`config.mk`:
```
export PLATFORM = sky130hd
export DESIGN_NAME = calc_entry
export DESIGN_NICKNAME = d
export VERILOG_FILES = /design/src/rtl/calc_entry.sv
export SDC_FILE = /design/constraint.sdc
export NUM_CORES = 1
export LEC_CHECK = 0
export BUFFER_PORTS_ARGS = -buffer_cell sky130_fd_sc_hd__buf_2
export CAP_MARGIN = 20
export CORE_ASPECT_RATIO = 1.2
export CORE_MARGIN = 1.5
export CORE_UTILIZATION = 51
export CTS_CLUSTER_SIZE = 20
export DETAILED_ROUTE_END_ITERATION = 16
export PLACE_DENSITY = 0.78
export REMOVE_ABC_BUFFERS = 1
export SLEW_MARGIN = 20
export SYNTH_ARGS = -nofsm -noshare
export SYNTH_HDL_FRONTEND = slang
export SYNTH_SLANG_ARGS = --single-unit
```
`constraint.sdc`:
```
create_clock -name clk -period 2.2 [get_ports clk]
set_input_delay 0.11 -clock clk [delete_from_list [all_inputs] [get_ports clk]]
set_output_delay 0.11 -clock clk [all_outputs]
set_load 0.02 [all_outputs]
```
`src/rtl/calc_entry.sv`:
```
// -----------------------------------------------------------------------------
// calc_entry
//   Keypad entry front end for a two-operand calculator. Collects two decimal
//   operands of up to two digits each plus an operator key code, and hands
//   them to a downstream arithmetic stage. Performs no arithmetic itself.
//
//   Flow: ENT_A (enter A digits, then an operator)
//         -> ENT_B (enter B digits, the operator may still change)
//         -> DONE  (KEY_EQ pressed; the operands are presented as stable)
//
// Ports
//   clk          in   1  system clock, rising edge
//   rst_n        in   1  asynchronous active-low reset
//   key_valid    in   1  high while a key is pressed
//   key_code     in   8  code of the pressed key, stable while key_valid is high
//   A1, A0       out  8  operand A tens / units digit (0-9)
//   B1, B0       out  8  operand B tens / units digit (0-9)
//   OP           out  8  latched operator key code
//   calc_rst     out  1  high while the operands are incomplete (not DONE)
//   result_valid out  1  one-cycle pulse when the expression completes
//   phase        out  2  state encoding for the display (0 ENT_A, 1 ENT_B, 2 DONE)
// -----------------------------------------------------------------------------
module calc_entry #(
   parameter logic [7:0] KEY_ADD = 8'h0A,
   parameter logic [7:0] KEY_SUB = 8'h0B,
   parameter logic [7:0] KEY_MUL = 8'h0F,
   parameter logic [7:0] KEY_CLR = 8'h0C,
   parameter logic [7:0] KEY_EQ  = 8'h0E
) (
   input  logic       clk,
   input  logic       rst_n,
   input  logic       key_valid,
   input  logic [7:0] key_code,
   output logic [7:0] A1,
   output logic [7:0] A0,
   output logic [7:0] B1,
   output logic [7:0] B0,
   output logic [7:0] OP,
   output logic       calc_rst,
   output logic       result_valid,
   output logic [1:0] phase
);

   typedef enum logic [1:0] {
      ENT_A = 2'd0,
      ENT_B = 2'd1,
      DONE  = 2'd2
   } state_e;

   state_e     state_q, state_d;
   logic [7:0] a1_q, a1_d, a0_q, a0_d;
   logic [7:0] b1_q, b1_d, b0_q, b0_d;
   logic [7:0] op_q, op_d;
   logic       a_seen_q, a_seen_d;     // at least one A digit entered
   logic       b_seen_q, b_seen_d;     // at least one B digit entered
   logic       calc_rst_q, calc_rst_d;
   logic       result_valid_q, result_valid_d;
   logic       key_prev_q;             // key_valid from the previous cycle
   logic       armed_q;                // key_valid has been seen low since reset

   logic key_evt, is_digit, is_op;

   // A key held across reset release must not count: the edge detector only
   // arms once key_valid has been observed low.
   assign key_evt  = key_valid && !key_prev_q && armed_q;
   assign is_digit = (key_code <= 8'h09);
   assign is_op    = (key_code == KEY_ADD) || (key_code == KEY_SUB) ||
                     (key_code == KEY_MUL);

   // NOTE: sequential state uses non-blocking assignments so every register
   // samples the pre-edge values, independent of statement order.
   always_ff @(posedge clk or negedge rst_n) begin
      if (!rst_n) begin
         state_q        <= ENT_A;
         a1_q           <= 8'h00;
         a0_q           <= 8'h00;
         b1_q           <= 8'h00;
         b0_q           <= 8'h00;
         op_q           <= 8'h00;
         a_seen_q       <= 1'b0;
         b_seen_q       <= 1'b0;
         calc_rst_q     <= 1'b1;
         result_valid_q <= 1'b0;
         key_prev_q     <= 1'b0;
         armed_q        <= 1'b0;
      end else begin
         state_q        <= state_d;
         a1_q           <= a1_d;
         a0_q           <= a0_d;
         b1_q           <= b1_d;
         b0_q           <= b0_d;
         op_q           <= op_d;
         a_seen_q       <= a_seen_d;
         b_seen_q       <= b_seen_d;
         calc_rst_q     <= calc_rst_d;
         result_valid_q <= result_valid_d;
         key_prev_q     <= key_valid;
         if (!key_valid) armed_q <= 1'b1;
      end
   end

   // NOTE: every signal written here gets its default first, so no path can
   // leave one unassigned and infer a latch.
   always_comb begin
      state_d        = state_q;
      a1_d           = a1_q;
      a0_d           = a0_q;
      b1_d           = b1_q;
      b0_d           = b0_q;
      op_d           = op_q;
      a_seen_d       = a_seen_q;
      b_seen_d       = b_seen_q;
      result_valid_d = 1'b0;

      if (key_evt) begin
         if (key_code == KEY_CLR) begin
            state_d  = ENT_A;
            a1_d     = 8'h00;
            a0_d     = 8'h00;
            b1_d     = 8'h00;
            b0_d     = 8'h00;
            op_d     = 8'h00;
            a_seen_d = 1'b0;
            b_seen_d = 1'b0;
         end else begin
            unique case (state_q)
               ENT_A: begin
                  if (is_digit) begin
                     a1_d     = a0_q;
                     a0_d     = key_code;
                     a_seen_d = 1'b1;
                  end else if (is_op && a_seen_q) begin
                     op_d    = key_code;
                     state_d = ENT_B;
                  end
               end
               ENT_B: begin
                  if (is_digit) begin
                     b1_d     = b0_q;
                     b0_d     = key_code;
                     b_seen_d = 1'b1;
                  end else if (is_op && !b_seen_q) begin
                     op_d = key_code;
                  end else if ((key_code == KEY_EQ) && b_seen_q) begin
                     state_d        = DONE;
                     result_valid_d = 1'b1;
                  end
               end
               DONE: begin
                  // A digit starts a fresh expression; operators and EQ hold.
                  if (is_digit) begin
                     state_d  = ENT_A;
                     a1_d     = 8'h00;
                     a0_d     = key_code;
                     b1_d     = 8'h00;
                     b0_d     = 8'h00;
                     op_d     = 8'h00;
                     a_seen_d = 1'b1;
                     b_seen_d = 1'b0;
                  end
               end
               default: state_d = ENT_A;
            endcase
         end
      end

      // Registered so calc_rst flips on the same edge as the state.
      calc_rst_d = (state_d != DONE);
   end

   assign A1           = a1_q;
   assign A0           = a0_q;
   assign B1           = b1_q;
   assign B0           = b0_q;
   assign OP           = op_q;
   assign calc_rst     = calc_rst_q;
   assign result_valid = result_valid_q;
   assign phase        = state_q;

endmodule

```
### After elaboration in Yosys (flattened, before gate mapping)

Index checks and enable logic that the tools add are counted.

| storage, ports and cells | value |
|---|---|
| bits in registers | 48 |
| input bits | 11 |
| output and inout port bits | 44 |
| logic and storage cells | 87 |

| operators by class | value |
|---|---|
| magnitude comparators | 1 |
| equality and inequality tests | 15 |
| muxes and demuxes | 39 |
| reductions and logical operators | 20 |

Operators by type and width:

| operator | count |
|---|---|
| 8-bit two-way mux | 14 |
| 8-bit one-hot mux with 2 select lines | 3 |
| 8-bit by 4-bit == test with 1-bit output (second input constant) | 5 |
| 8-bit one-hot mux with 3 select lines | 1 |
| 3-bit != test (second input constant) | 7 |
| 2-bit two-way mux | 8 |
| 1-bit two-way mux | 11 |
| 8-bit by 4-bit less-or-equal comparator with 1-bit output (second input constant) | 1 |
| 4-bit AND reduction | 2 |
| 7-bit AND reduction | 1 |
| 2-bit one-hot mux with 3 select lines | 1 |
| 3-bit nonzero test | 2 |
| 1-bit logical AND | 5 |
| 2-bit nonzero test | 2 |
| 4-bit nonzero test | 1 |
| 3-bit AND reduction | 1 |
| 2-bit by 1-bit == test with 1-bit output (second input constant) | 1 |
| 2-bit == test (second input constant) | 1 |
| 1-bit logical NOT | 2 |
| 2-bit logical NOT | 1 |
| 1-bit logical OR | 2 |
| 2-bit != test (second input constant) | 1 |
| 1-bit one-hot mux with 2 select lines | 1 |
| 2-bit OR reduction | 1 |

### Depth between registers and ports, before layout

| depth | value |
|---|---|
| word-level depth | 10 |
| gate-level depth with buffers | 8 |
| mapped depth without buffers | 5 |

### Worst setup path before layout

Ideal clock, no wire load.

| timing | value |
|---|---|
| kind | reg2reg |
| start | register state_q[1] (netlist: phase[1]) |
| end | register op_q[0] (netlist: OP[0]) |
| library setup time | 125 ps |
| arrival time | 1655 ps |
| data required time | 2075 ps |
| setup slack | 420 ps |
| cell stages (with the launch flop) | 6 |
| path buffers | 0 |
| clock period less this slack | 1780 ps |
| cell sequence | dfrtp_1 nand2b_1 o211ai_1 nand4_1 a211o_4 mux2_4 |

| on the way | value |
|---|---|
| word-level cells in the longest chain between the ends | 3 |
| elaborated cells between the ends (all ways) | 12 |
| classes of those cells | eq/ne (7); mux (2); reduce/logical (3) |

Ends and longest elaborated chain:

| what | RTL line | source |
|---|---|---|
| start, declared | 50 | `state_e state_q, state_d;` |
| start signal, assigned | 87 | `state_q <= state_d;` |
| 2-bit by 1-bit == test with 1-bit output, or another cell as far along | 126 | `unique case (state_q)` |
| 3-bit != test (no line), or another cell as far along | n/a |  |
| 7-bit AND reduction (no line) / 8-bit two-way mux (equally long branches) | n/a |  |
| end signal, assigned | 92 | `op_q <= op_d;` |
| end, declared | 53 | `logic [7:0] op_q, op_d;` |

Several ways; a longest one is shown, not always the timed one.
A chain may end at the register's enable or synchronous reset.

### Worst setup path after layout

| timing | value |
|---|---|
| start | register state_q[0] (netlist: phase[0]) |
| end | register b1_q[2] (netlist: B1[2]) |

| on the way | value |
|---|---|
| word-level cells in the longest chain between the ends | 3 |
| elaborated cells between the ends (all ways) | 8 |
| classes of those cells | eq/ne (4); mux (2); reduce/logical (2) |

Ends and longest elaborated chain:

| what | RTL line | source |
|---|---|---|
| 2-bit by 1-bit == test with 1-bit output / 2-bit == test (equally long branches) | 126 |  |
| 3-bit != test (no line), or another cell as far along | n/a |  |
| 4-bit AND reduction (no line) / 8-bit two-way mux (equally long branches) | n/a |  |
| end signal, assigned | 77 | `b1_q <= 8'h00;` |
| end signal, assigned | 90 | `b1_q <= b1_d;` |
| end, declared | 52 | `logic [7:0] b1_q, b1_d, b0_q, b0_d;` |

Several ways; a longest one is shown, not always the timed one.

==> impl_results.md <==
* Clock root buffer: clkbuf_8
* Synth area leader: dfrtp_1
* # clock sinks at 48
* Dpl cell area at 2322 µm²
* 1st-iter DRT viols at 58
* Cells along the critical path: nand2b_1, a21oi_1, o21a_1, buf_4, nand3_1, o21ai_0
* GRT Residual Overflow at 0
* Avg Inst Size Synth at 11.45 µm²
* Tcrit/Tclk final at 86.50%
* Setup CP Type: reg2reg
* Reg-to-reg slack, setup at 0.30 ns
* Minimum clock period at 1.903 ns
* Setup ws final at 0.2971 ns
* Number of synthesized register bits at 48
* Worst Path Required at 2.41 ns
* Worst Hold Class: in2reg
* Largest net degree at the start of global routing at 30
* Arr. time, crit path at 2.11 ns
* Fin Setup TNS at 0 ns
* Asr flop ratio synth at 100.0%
* Most frequent cells in the layout: buf_2, dfrtp_1, o21ai_0, nand2_1, nand3_1
* CTS H-tree lvls at 2
* Main synth FF type: dfrtp_1
* Status: finished, final reports clean
* Post-route cell area at 2454 µm²
* Post-cts resize count at 0
* Max-Cap Viols at 0
* Worst-margin pin slew at 0.8340 ns
* Vias in the first global route at 1,373
* CP max-delay cell: dfrtp_1
* DR DRC count at 0
* Critical Path Sink Type: register
* Initial antenna violation count at 0
* Die ar. at 4340 µm²
* Total wire length at 3868 µm
* PD cells at 713.1 nW/µm²
* Top-area cell type share of the netlist area at 58.35%
* Max transition margin at 44.03%
* Antenna Nets Post-Route at 0
* Height of the chip at 71.87 µm
* CTS Buf Count at 5
* Max-slew violations at 0
* Cell variety after synth at 38
* Post-synthesis sequential area ratio at 59.65%
* Port Buffers at 54
* Core ar. at 3724 µm²
* Layout cell share with drive strength beyond 1 at 38.30%
* Die Width at 60.39 µm
* Fin Clk Skew at 0.006418 ns
* Initial Utilization at 54.13%
* Most common cell after layout, fill and taps aside: buf_2
* Mapped Cells at 176
* # setup viols final at 0
* CP Launch Point: phase[0]
* All-Layer GR Usage at 19.44%
* Nets at 245
* Crit path max-delay family: compound AO/OA/AOI/OAI gates
* Maximum buffer depth of the clock tree at 2
* Initial DRT Pass Iterations at 4
* Final Wtd Congestion at 0.8316
* Synth Cell Area at 2016 µm²
* I/O Pins at 55
* Post-synth EDFFs at 0
* Total number of vias at 1,470
* Clock-pin slew on the worst setup and hold paths at 0.09 ns
* Worst hold path startpoint: key_code[2]
* Fmax at 525.5 MHz
* Vias per cell at 5.122
* Antenna cell count at 0
* FF-to-FF Start: phase[0]
* Dpl ws at 0.3358 ns
* Worst-Skew Late Latency at 0.30 ns
* Global-route wire length before repair at 6313 µm
* Total buffers and inverters traversed by the critical path at 1
* Synth area leaders: dfrtp_1, o21ai_0, mux2_2, nand2_1, mux2_4
* Largest stage delay, worst path at 0.47 ns
* Startpoint Class: register
* Yosys Warn Count at 0
* Wire per inst at 13.48 µm
* RSZ-0062 raised after global routing: false
* VDD IR-drop max at 0.6876 mV
* Layout area overhead at 21.73%
* Hold Vio Cnt, Final at 0
* Leak pwr at 1.285 nW
* TritonCTS clock tree: yes
* Post-DP HPWL at 2832 µm
* Row count at 24
* Worst-path fanout max at 16
-- state kept, by name (all words and copies together) (netlist names) --
name / cells
A0: 8
A1: 8
B0: 8
B1: 8
OP: 8
phase: 2
a_seen_q: 1
armed_q: 1
b_seen_q: 1
calc_rst: 1
key_prev_q: 1
result_valid: 1
-- synthesized netlist by cell type (all sizes together) (2+ instances only) --
| master | number |
|---|---|
| dfrtp | 47 |
| o21ai | 22 |
| nand2 | 21 |
| mux2 | 11 |
| and2 | 10 |
| nand3 | 10 |
| inv | 9 |
| nand2b | 6 |
| buf | 5 |
| nor2b | 5 |
| nor2 | 4 |
| clkbuf | 3 |
| a21o | 2 |
| a21oi | 2 |
| and3 | 2 |
| nand4 | 2 |
| o21a | 2 |
-- worst min-delay path, delay by kind of cell --
family,cells,cell delay [ns]
buffers and inverters,1,0.13
AND/OR/NAND/NOR,1,0.07
AO/OA/AOI/OAI,1,0.06
-- area by class of cell --
| class | count | area (µm²) |
|---|---|---|
| Inverter | 9 | 33.78 |
| Multi-Input combinational cell | 111 | 728.2 |
| Sequential cell | 48 | 1202 |
| Clock buffer | 5 | 68.82 |
| Tap cell | 52 | 65.06 |
| Clock inverter | 3 | 42.54 |
| Fill cell | 317 | 1270 |
| Timing Repair Buffer | 59 | 312.8 |
-- metal layers --
layer,GRT usage [%],vias up,wire (µm)
met5,0,-,0
met4,5.185,0,51
met3,5.415,6,168
met2,31.88,40,1922
met1,25.12,715,1727
li1,-,709,-
-- per-stage QoR --
| stage | instances | utilization, % | power (mW) | hold slack [ns] |
|---|---|---|---|---|
| after floorplan | 168 | - | 1.057 | -0.1856 |
| after global placement | 277 | 62.37 | 1.136 | 0.07491 |
| after detailed placement | 277 | 62.37 | 1.140 | 0.07702 |
| after CTS | 287 | 65.89 | 1.759 | 0.1003 |
| after global routing | 287 | 65.89 | 1.811 | 0.1187 |
| final | 287 | 65.89 | 1.750 | 0.1116 |
-- final timing paths --
kind / cells past startpoint / endpoint
min in group asynchronous: 2 / A1[2]
hold / removal: 3 / A0[2]
setup reg to reg: 6 / B1[2]
max in group asynchronous: 3 / calc_rst
setup / recovery: 6 / B1[2]
hold reg to reg: 2 / A1[3]
-- report_power, final --
part / switching, mW / internal (mW)
logic: 0.110 / 0.0692
clock network: 0.290 / 0.336
registers: 0.0246 / 0.919
total: 0.425 / 1.32
-- what timing repair did --
item                                   CTS  global route
buffers inserted                         0             0
endpoints found under the hold margin   21             0
hold buffers                             2             0
-- cells by family after synthesis --
| group | count (synthesis) | share of synthesized area (%) |
|---|---|---|
| xor gates and xnor gates | 1 | 0.4346 |
| AOI/OAI and AO/OA | 33 | 10.55 |
| muxes | 11 | 6.890 |
| and+or+nand+nor | 66 | 18.25 |
| buffers and inverters | 17 | 4.220 |
| DFF | 48 | 59.65 |
Power figures use the tool's default switching activity.
